## config.mk

```make
export PLATFORM = sky130hd
export DESIGN_NAME = cga_vram_arbiter_flat
export DESIGN_NICKNAME = d
export VERILOG_FILES = /design/src/rtl/cga_vram_arbiter_if.sv /design/src/rtl/cga_vram_arbiter.sv /design/src/flat_wrapper.sv
export SDC_FILE = /design/constraint.sdc
export NUM_CORES = 1
export LEC_CHECK = 0
export BUFFER_PORTS_ARGS = -buffer_cell sky130_fd_sc_hd__buf_2
export CAP_MARGIN = 40
export CORE_MARGIN = 5
export CORE_UTILIZATION = 42
export DETAILED_ROUTE_END_ITERATION = 8
export HOLD_SLACK_MARGIN = 0.02
export PLACE_DENSITY = 0.8
export SLEW_MARGIN = 0
export SYNTH_ARGS = -nofsm -noshare
export SYNTH_HDL_FRONTEND = slang
export SYNTH_SLANG_ARGS = --single-unit
```

## constraint.sdc

```tcl
create_clock -name clk -period 4.03 [get_ports clk]
set_clock_uncertainty 0.15 [all_clocks]
set_input_delay 0.2015 -clock clk [delete_from_list [all_inputs] [get_ports clk]]
set_output_delay 0.2015 -clock clk [all_outputs]
set_load 0.02 [all_outputs]
```

## src/rtl/cga_vram_arbiter_if.sv

```systemverilog
// ISA-side, display-side and SRAM-side signals of the CGA video RAM arbiter.
// slave is the arbiter's view; master is the view of whatever surrounds it.
interface cga_vram_arbiter_if;
  logic [19:0] bus_a;
  logic        bus_memr_l;
  logic        bus_memw_l;
  logic        bus_aen;
  logic [7:0]  bus_d;
  logic [7:0]  bus_out;
  logic        bus_dir;
  logic        bus_rdy;
  logic [18:0] disp_a;
  logic        disp_read;
  logic        isa_op_enable;
  logic [18:0] ram_a;
  logic        ram_we_l;
  logic [7:0]  ram_d_out;
  logic        ram_d_oe;
  logic [7:0]  ram_d;
  logic        cpu_busy;

  modport slave (
    input  bus_a, bus_memr_l, bus_memw_l, bus_aen, bus_d,
    input  disp_a, disp_read, isa_op_enable, ram_d,
    output bus_out, bus_dir, bus_rdy, ram_a, ram_we_l, ram_d_out, ram_d_oe, cpu_busy
  );

  modport master (
    output bus_a, bus_memr_l, bus_memw_l, bus_aen, bus_d,
    output disp_a, disp_read, isa_op_enable, ram_d,
    input  bus_out, bus_dir, bus_rdy, ram_a, ram_we_l, ram_d_out, ram_d_oe, cpu_busy
  );
endinterface

```

## src/rtl/cga_vram_arbiter.sv

```systemverilog
// Shares the 8-bit CGA video SRAM between display fetches (always first) and
// CPU cycles in the B8000-BFFFF window, stalling the ISA bus with bus_rdy.
module cga_vram_arbiter #(
  parameter logic [19:0] FRAMEBUFFER_ADDR = 20'hB8000,
  parameter logic [3:0]  RAM_BASE         = 4'b0001,
  parameter int          ACCESS_CYCLES    = 2,
  parameter bit          USE_BUS_WAIT     = 1'b1
) (
  input logic              clk,
  input logic              reset,
  cga_vram_arbiter_if.slave vif
);

  localparam logic [2:0] CNT_LAST = 3'(ACCESS_CYCLES - 1);

  typedef enum logic [1:0] {IDLE, WAIT_SLOT, ACCESS, DONE} state_t;

  state_t      state_q;
  logic        rd_m_q, rd_s_q, wr_m_q, wr_s_q;
  logic        req_lvl_q;
  logic        is_wr_q;
  logic [2:0]  cnt_q;
  logic        bus_rdy_q;
  logic [7:0]  bus_out_q;
  logic [14:0] addr_q;
  logic [7:0]  data_q;

  logic mem_cs;
  logic req_lvl_d;
  logic req_rise;
  logic strobe_held;
  logic cpu_drive;

  assign mem_cs      = (vif.bus_a[19:15] == FRAMEBUFFER_ADDR[19:15]) & ~vif.bus_aen;
  // Both strobes at once cancel out here, so such a cycle never raises a request.
  assign req_lvl_d   = rd_s_q ^ wr_s_q;
  assign req_rise    = req_lvl_d & ~req_lvl_q & mem_cs;
  assign strobe_held = is_wr_q ? wr_s_q : rd_s_q;
  // The display wins the SRAM combinationally, even in the middle of a CPU access.
  assign cpu_drive   = (state_q == ACCESS) & ~vif.disp_read;

  always_ff @(posedge clk or posedge reset) begin
    if (reset) begin
      rd_m_q    <= 1'b0;
      rd_s_q    <= 1'b0;
      wr_m_q    <= 1'b0;
      wr_s_q    <= 1'b0;
      req_lvl_q <= 1'b0;
    end else begin
      rd_m_q    <= ~vif.bus_memr_l;
      rd_s_q    <= rd_m_q;
      wr_m_q    <= ~vif.bus_memw_l;
      wr_s_q    <= wr_m_q;
      req_lvl_q <= req_lvl_d;
    end
  end

  always_ff @(posedge clk or posedge reset) begin
    if (reset) begin
      state_q   <= IDLE;
      is_wr_q   <= 1'b0;
      cnt_q     <= 3'd0;
      bus_rdy_q <= 1'b1;
      bus_out_q <= 8'h00;
    end else begin
      case (state_q)
        IDLE: begin
          if (req_rise) begin
            is_wr_q   <= wr_s_q;
            bus_rdy_q <= 1'b0;
            state_q   <= WAIT_SLOT;
          end
        end
        WAIT_SLOT: begin
          if (!strobe_held) begin
            bus_rdy_q <= 1'b1;
            state_q   <= IDLE;
          end else if (vif.isa_op_enable && !vif.disp_read) begin
            cnt_q   <= 3'd0;
            state_q <= ACCESS;
          end
        end
        ACCESS: begin
          // A display steal restarts the whole access at the next granted slot.
          if (vif.disp_read) begin
            state_q <= WAIT_SLOT;
          end else if (cnt_q == CNT_LAST) begin
            if (!is_wr_q) bus_out_q <= vif.ram_d;
            bus_rdy_q <= 1'b1;
            state_q   <= DONE;
          end else begin
            cnt_q <= cnt_q + 3'd1;
          end
        end
        DONE: begin
          if (!rd_s_q && !wr_s_q) state_q <= IDLE;
        end
        default: state_q <= IDLE;
      endcase
    end
  end

  always_ff @(posedge clk) begin
    if (state_q == IDLE && req_rise) begin
      addr_q <= vif.bus_a[14:0];
      data_q <= vif.bus_d;
    end
  end

  assign vif.bus_dir   = mem_cs & ~vif.bus_memr_l;
  assign vif.bus_rdy   = USE_BUS_WAIT ? bus_rdy_q : 1'b1;
  assign vif.bus_out   = bus_out_q;
  assign vif.cpu_busy  = (state_q == WAIT_SLOT) | (state_q == ACCESS);
  assign vif.ram_a     = cpu_drive ? {RAM_BASE, addr_q} : vif.disp_a;
  assign vif.ram_we_l  = ~(cpu_drive & is_wr_q);
  assign vif.ram_d_oe  = cpu_drive & is_wr_q;
  assign vif.ram_d_out = data_q;

endmodule
```

## src/flat_wrapper.sv

```systemverilog
// flat-port wrapper written by rule: the top's interface ports become plain ports
module cga_vram_arbiter_flat 
#(
  parameter logic [19:0] FRAMEBUFFER_ADDR = 20'hB8000,
  parameter logic [3:0]  RAM_BASE         = 4'b0001,
  parameter int          ACCESS_CYCLES    = 2,
  parameter bit          USE_BUS_WAIT     = 1'b1
)
  (clk, reset, vif_bus_a, vif_bus_memr_l, vif_bus_memw_l, vif_bus_aen, vif_bus_d, vif_disp_a, vif_disp_read, vif_isa_op_enable, vif_ram_d, vif_bus_out, vif_bus_dir, vif_bus_rdy, vif_ram_a, vif_ram_we_l, vif_ram_d_out, vif_ram_d_oe, vif_cpu_busy);
  cga_vram_arbiter_if vif_i ();
  input logic clk;
  input logic reset;
  input wire logic [$bits(vif_i.bus_a)-1:0] vif_bus_a;
  input wire logic [$bits(vif_i.bus_memr_l)-1:0] vif_bus_memr_l;
  input wire logic [$bits(vif_i.bus_memw_l)-1:0] vif_bus_memw_l;
  input wire logic [$bits(vif_i.bus_aen)-1:0] vif_bus_aen;
  input wire logic [$bits(vif_i.bus_d)-1:0] vif_bus_d;
  input wire logic [$bits(vif_i.disp_a)-1:0] vif_disp_a;
  input wire logic [$bits(vif_i.disp_read)-1:0] vif_disp_read;
  input wire logic [$bits(vif_i.isa_op_enable)-1:0] vif_isa_op_enable;
  input wire logic [$bits(vif_i.ram_d)-1:0] vif_ram_d;
  output wire logic [$bits(vif_i.bus_out)-1:0] vif_bus_out;
  output wire logic [$bits(vif_i.bus_dir)-1:0] vif_bus_dir;
  output wire logic [$bits(vif_i.bus_rdy)-1:0] vif_bus_rdy;
  output wire logic [$bits(vif_i.ram_a)-1:0] vif_ram_a;
  output wire logic [$bits(vif_i.ram_we_l)-1:0] vif_ram_we_l;
  output wire logic [$bits(vif_i.ram_d_out)-1:0] vif_ram_d_out;
  output wire logic [$bits(vif_i.ram_d_oe)-1:0] vif_ram_d_oe;
  output wire logic [$bits(vif_i.cpu_busy)-1:0] vif_cpu_busy;
  assign vif_i.bus_a = vif_bus_a;
  assign vif_i.bus_memr_l = vif_bus_memr_l;
  assign vif_i.bus_memw_l = vif_bus_memw_l;
  assign vif_i.bus_aen = vif_bus_aen;
  assign vif_i.bus_d = vif_bus_d;
  assign vif_i.disp_a = vif_disp_a;
  assign vif_i.disp_read = vif_disp_read;
  assign vif_i.isa_op_enable = vif_isa_op_enable;
  assign vif_i.ram_d = vif_ram_d;
  assign vif_bus_out = vif_i.bus_out;
  assign vif_bus_dir = vif_i.bus_dir;
  assign vif_bus_rdy = vif_i.bus_rdy;
  assign vif_ram_a = vif_i.ram_a;
  assign vif_ram_we_l = vif_i.ram_we_l;
  assign vif_ram_d_out = vif_i.ram_d_out;
  assign vif_ram_d_oe = vif_i.ram_d_oe;
  assign vif_cpu_busy = vif_i.cpu_busy;
  cga_vram_arbiter #(.FRAMEBUFFER_ADDR(FRAMEBUFFER_ADDR), .RAM_BASE(RAM_BASE), .ACCESS_CYCLES(ACCESS_CYCLES), .USE_BUS_WAIT(USE_BUS_WAIT)) u_core (.clk(clk), .reset(reset), .vif(vif_i));
endmodule
```

==> results by group <==
Run status
  • Status: finished, final reports clean

Floorplan
  • # IOs: 102
  • Initial core utilization: 0.441
  • Core Area: 4410 um2
  • Die Ht: 78.1 um
  • FP Rows: 24
  • Die width: 78.1 um
  • Die ar.: 6100 um2

Setup path
  • Crit path depth: 7
  • CP startpoint kind: flip-flop
  • Crit path buffers/inverters: 3
  • Max FO, Critical Path: 16
  • R2r endpoint: u_core.vif.bus_out[0]
  • Crit path max-delay family: buffers and inverters
  • CP max stage cell: dfrtp_1
  • CP dominant cell by count: nand2_1
  • Worst reg2reg path depth: 5
  • Worst R2R Setup Slack: 1.74 ns
  • Worst Path Required: 3.68 ns
  • Reg2Reg Launch Point: u_core.state_q[0]
  • Worst path cell trace: inv_1 > ha_1 > nor2b_1 > buf_4 > nand2_1 > nand2_1 > buf_2
  • CP peak stage delay: 0.40 ns
  • CP Class: flip-flop to output port
  • Critical Path Sink Type: output port
  • Crit path DAT: 1.96 ns

Power
  • Static Leak: 1.46 nW
  • Peak VDD IR: 313 uV
  • Power density cells: 455 nW/um2

STA
  • Setup TNS: 0 ns
  • Final hold violation count: 0
  • Endpoints failing setup: 0
  • Achievable Freq: 432 MHz
  • Tcrit/Tclk final: 0.574
  • Hold WS: 0.202 ns
  • RSZ-0062 raised after global routing: no
  • Rel. slew slack: 0.517
  • Post-layout min period: 2.31 ns
  • Least-Margin Pin Slew: 0.723 ns
  • Fin. max-slew vios: 0

Synthesis
  • Post-Synth Simple-Gate Area: 0.184
  • Post-Synth Adder-Cell Area: 0.0514
  • Synth warnings: 0
  • Area leader, netlist: edfxtp_1
  • Main combinational cell family by area after synthesis: simple AND/OR/NAND/NOR gates
  • Top cell type's share of synthesized area: 0.355
  • Top post-synthesis cells by area: edfxtp_1, dfrtp_1, nand2_1, mux2_2, ha_1
  • Syn_nets: 230
  • Yosys reg bits: 43
  • Synth Area in Compound Gates: 0.0302
  • XOR/XNOR share of the synthesized area: 0
  • Sequential share of the synthesized area: 0.612
  • Post-Synthesis Cell Area: 1950 um2
  • Post-synth cell types: 35
  • Multiplexer area fraction after synthesis: 0.0906
  • Avg Cell Area, Syn: 12.2 um2
  • Cells after Synth: 160

Clock tree
  • Maximum buffer depth of the clock tree: 2
  • Root buffer cell: clkbuf_8
  • TritonCTS clock tree: built
  • Postcts setup bufs: 0
  • CTS sink cnt: 43
  • Clock Latency Late Sink: 0.29 ns
  • H-tree depth: 2
  • Num CTS Buffers: 5
  • CTS clk-pin slew, worst paths: 0.07 ns

Min path
  • Hold-critical path depth: 0
  • Hold Path Class: flip-flop to flip-flop
  • Hold path endpoint: u_core.rd_s_q
  • Min-delay src: u_core.rd_m_q

GRT
  • GRT Max-Usage Layer: met2
  • GRT met1 Usage: 0.185
  • Largest net degree at the start of global routing: 25
  • M3 GR Usage: 0.0526
  • Initial antenna violation count: 0
  • All-Layer GR Usage: 0.156
  • Met2 Use GR: 0.273
  • Aggregate global routing overflow: 0
  • Vias in the first global route: 1701
  • First-pass GRT wire length: 7.76 mm

Layout
  • Nets: 370
  • Commonest non-fill, non-tap cells in the layout: buf_2, nand2_1, dlygate4sd3_1
  • Most common cell after layout, fill and taps aside: buf_2
  • Antenna fix cells: 0
  • Cell Count, Final, Fillers Out: 353
  • Fin area: 2940 um2
  • Area Overhead vs Synth: 51.1%
  • Layout cells sized above 1: 0.435

Drt
  • Number of routed nets with antenna violations: 0
  • Vias: 1631
  • Final wirelength: 4.70 mm
  • Detailed-route DRC error count: 0
  • Via density: 4.62
  • 1st-iter DRT viols: 85
  • First drt pass iteration count: 4
  • Routed wire length per instance: 13.3 um

Placement
  • Placer Congestion: 0.771
  • DP Wirelength: 3.28 mm
  • Placed cell count: 311
  • Port bufs: 101
  • Placed cell area: 2520 um2

Flow run
  • Max Cap Viol: 0
worst max path at each step:
stage / start / end / slack [ns]
2_1_floorplan: u_core.wr_s_q / u_core.is_wr_q / 0.85
3_3_place_gp: u_core.state_q[0] / u_core.vif.bus_out[1] / 1.84
3_5_place_dp: u_core.state_q[0] / u_core.vif.bus_out[2] / 1.75
4_1_cts: u_core.state_q[0] / u_core.vif.bus_out[0] / 1.73
5_1_grt: u_core.state_q[0] / vif_ram_d_oe / 1.57
6_report: u_core.state_q[0] / vif_ram_a[13] / 1.72
synth_stat cells:
library cell and number:
mux2_2 9, and2_1 3, mux2_1 1, ha_1 8, mux2_4 2, and3_4 1
and2b_2 1, nor3_4 1, o21ai_0 3, nor2_1 1, nor4b_1 1, and4_1 1
nor3_1 1, or2b_1 1, dfstp_2 1, mux2i_1 2, mux2i_2 1, and2b_1 1
nand4b_1 2, a21oi_1 1, or2b_2 1, nand3_1 1, dfrtp_1 19, nand2b_1 3
nand2b_2 1, o221ai_1 1, buf_2 4, a21oi_2 1, nor2b_1 2, o21ai_2 1
inv_1 11, edfxtp_1 23, nand4bb_1 1, nand2_1 48, o211ai_2 1
what timing repair did:
item | in CTS | in global routing
hold buffers | 34 | 0
resized for setup | 0 | 0
hold endpoints to repair | 52 | 0
worst reg2reg max path, stage by stage, from the launching register on:
cell,delay [ns]
dfrtp_1,0.40
inv_1,0.13
ha_1,0.34
nand2b_2,0.30
nor3_4,0.47
mux2_2,0.39
metal layers:
metal,routed length (um),vias up
met1,1870,739
li1,-,815
met4,10,0
met2,2360,75
met3,456,2
met5,0,-
registers in the layout (all words and copies together) (netlist names):
signal and cells:
u_core.addr_q 15, u_core.vif.bus_out 8, u_core.vif.ram_d_out 8, u_core.cnt_q 3, u_core.state_q 2, u_core.is_wr_q 1, u_core.rd_m_q 1, u_core.rd_s_q 1
u_core.req_lvl_q 1, u_core.vif.bus_rdy 1, u_core.wr_m_q 1, u_core.wr_s_q 1
report_power, final:
group	internal, W	total [W]	switching, W
clock	0.000118	0.000258	0.000140
sequential	0.000520	0.000554	0.0000339
combinational	0.000237	0.000528	0.000291
area by class of cell:
cell class,instances,area [um2]
Timing Repair Buffer,137,861
Tap cell,52,65.1
Clock inverter,3,15.0
Multi-Input combinational cell,102,699
Inverter,11,41.3
Fill cell,328,1470
Clock buffer,5,68.8
Sequential cell,43,1190
logic make-up (layout without fill, tap and decap cells):
logic type | after synthesis | after routing
buffers and inverters | 15 | 156
DFF | 43 | 43
and+or+nand+nor | 71 | 71
muxes | 15 | 15
AOI/OAI and AO/OA | 8 | 8
adders and majority gates | 8 | 8
per-stage QoR:
step	total power (W)	utilization	setup slack [ns]
detailed placement	0.00107	0.571	1.75
global route	0.00142	0.667	1.57
CTS	0.00135	0.667	1.73
floorplan	0.000915	-	0.850
finish	0.00134	0.667	1.72
global placement	0.00105	0.571	1.84
No activity file was read; power rests on OpenSTA's default activity.
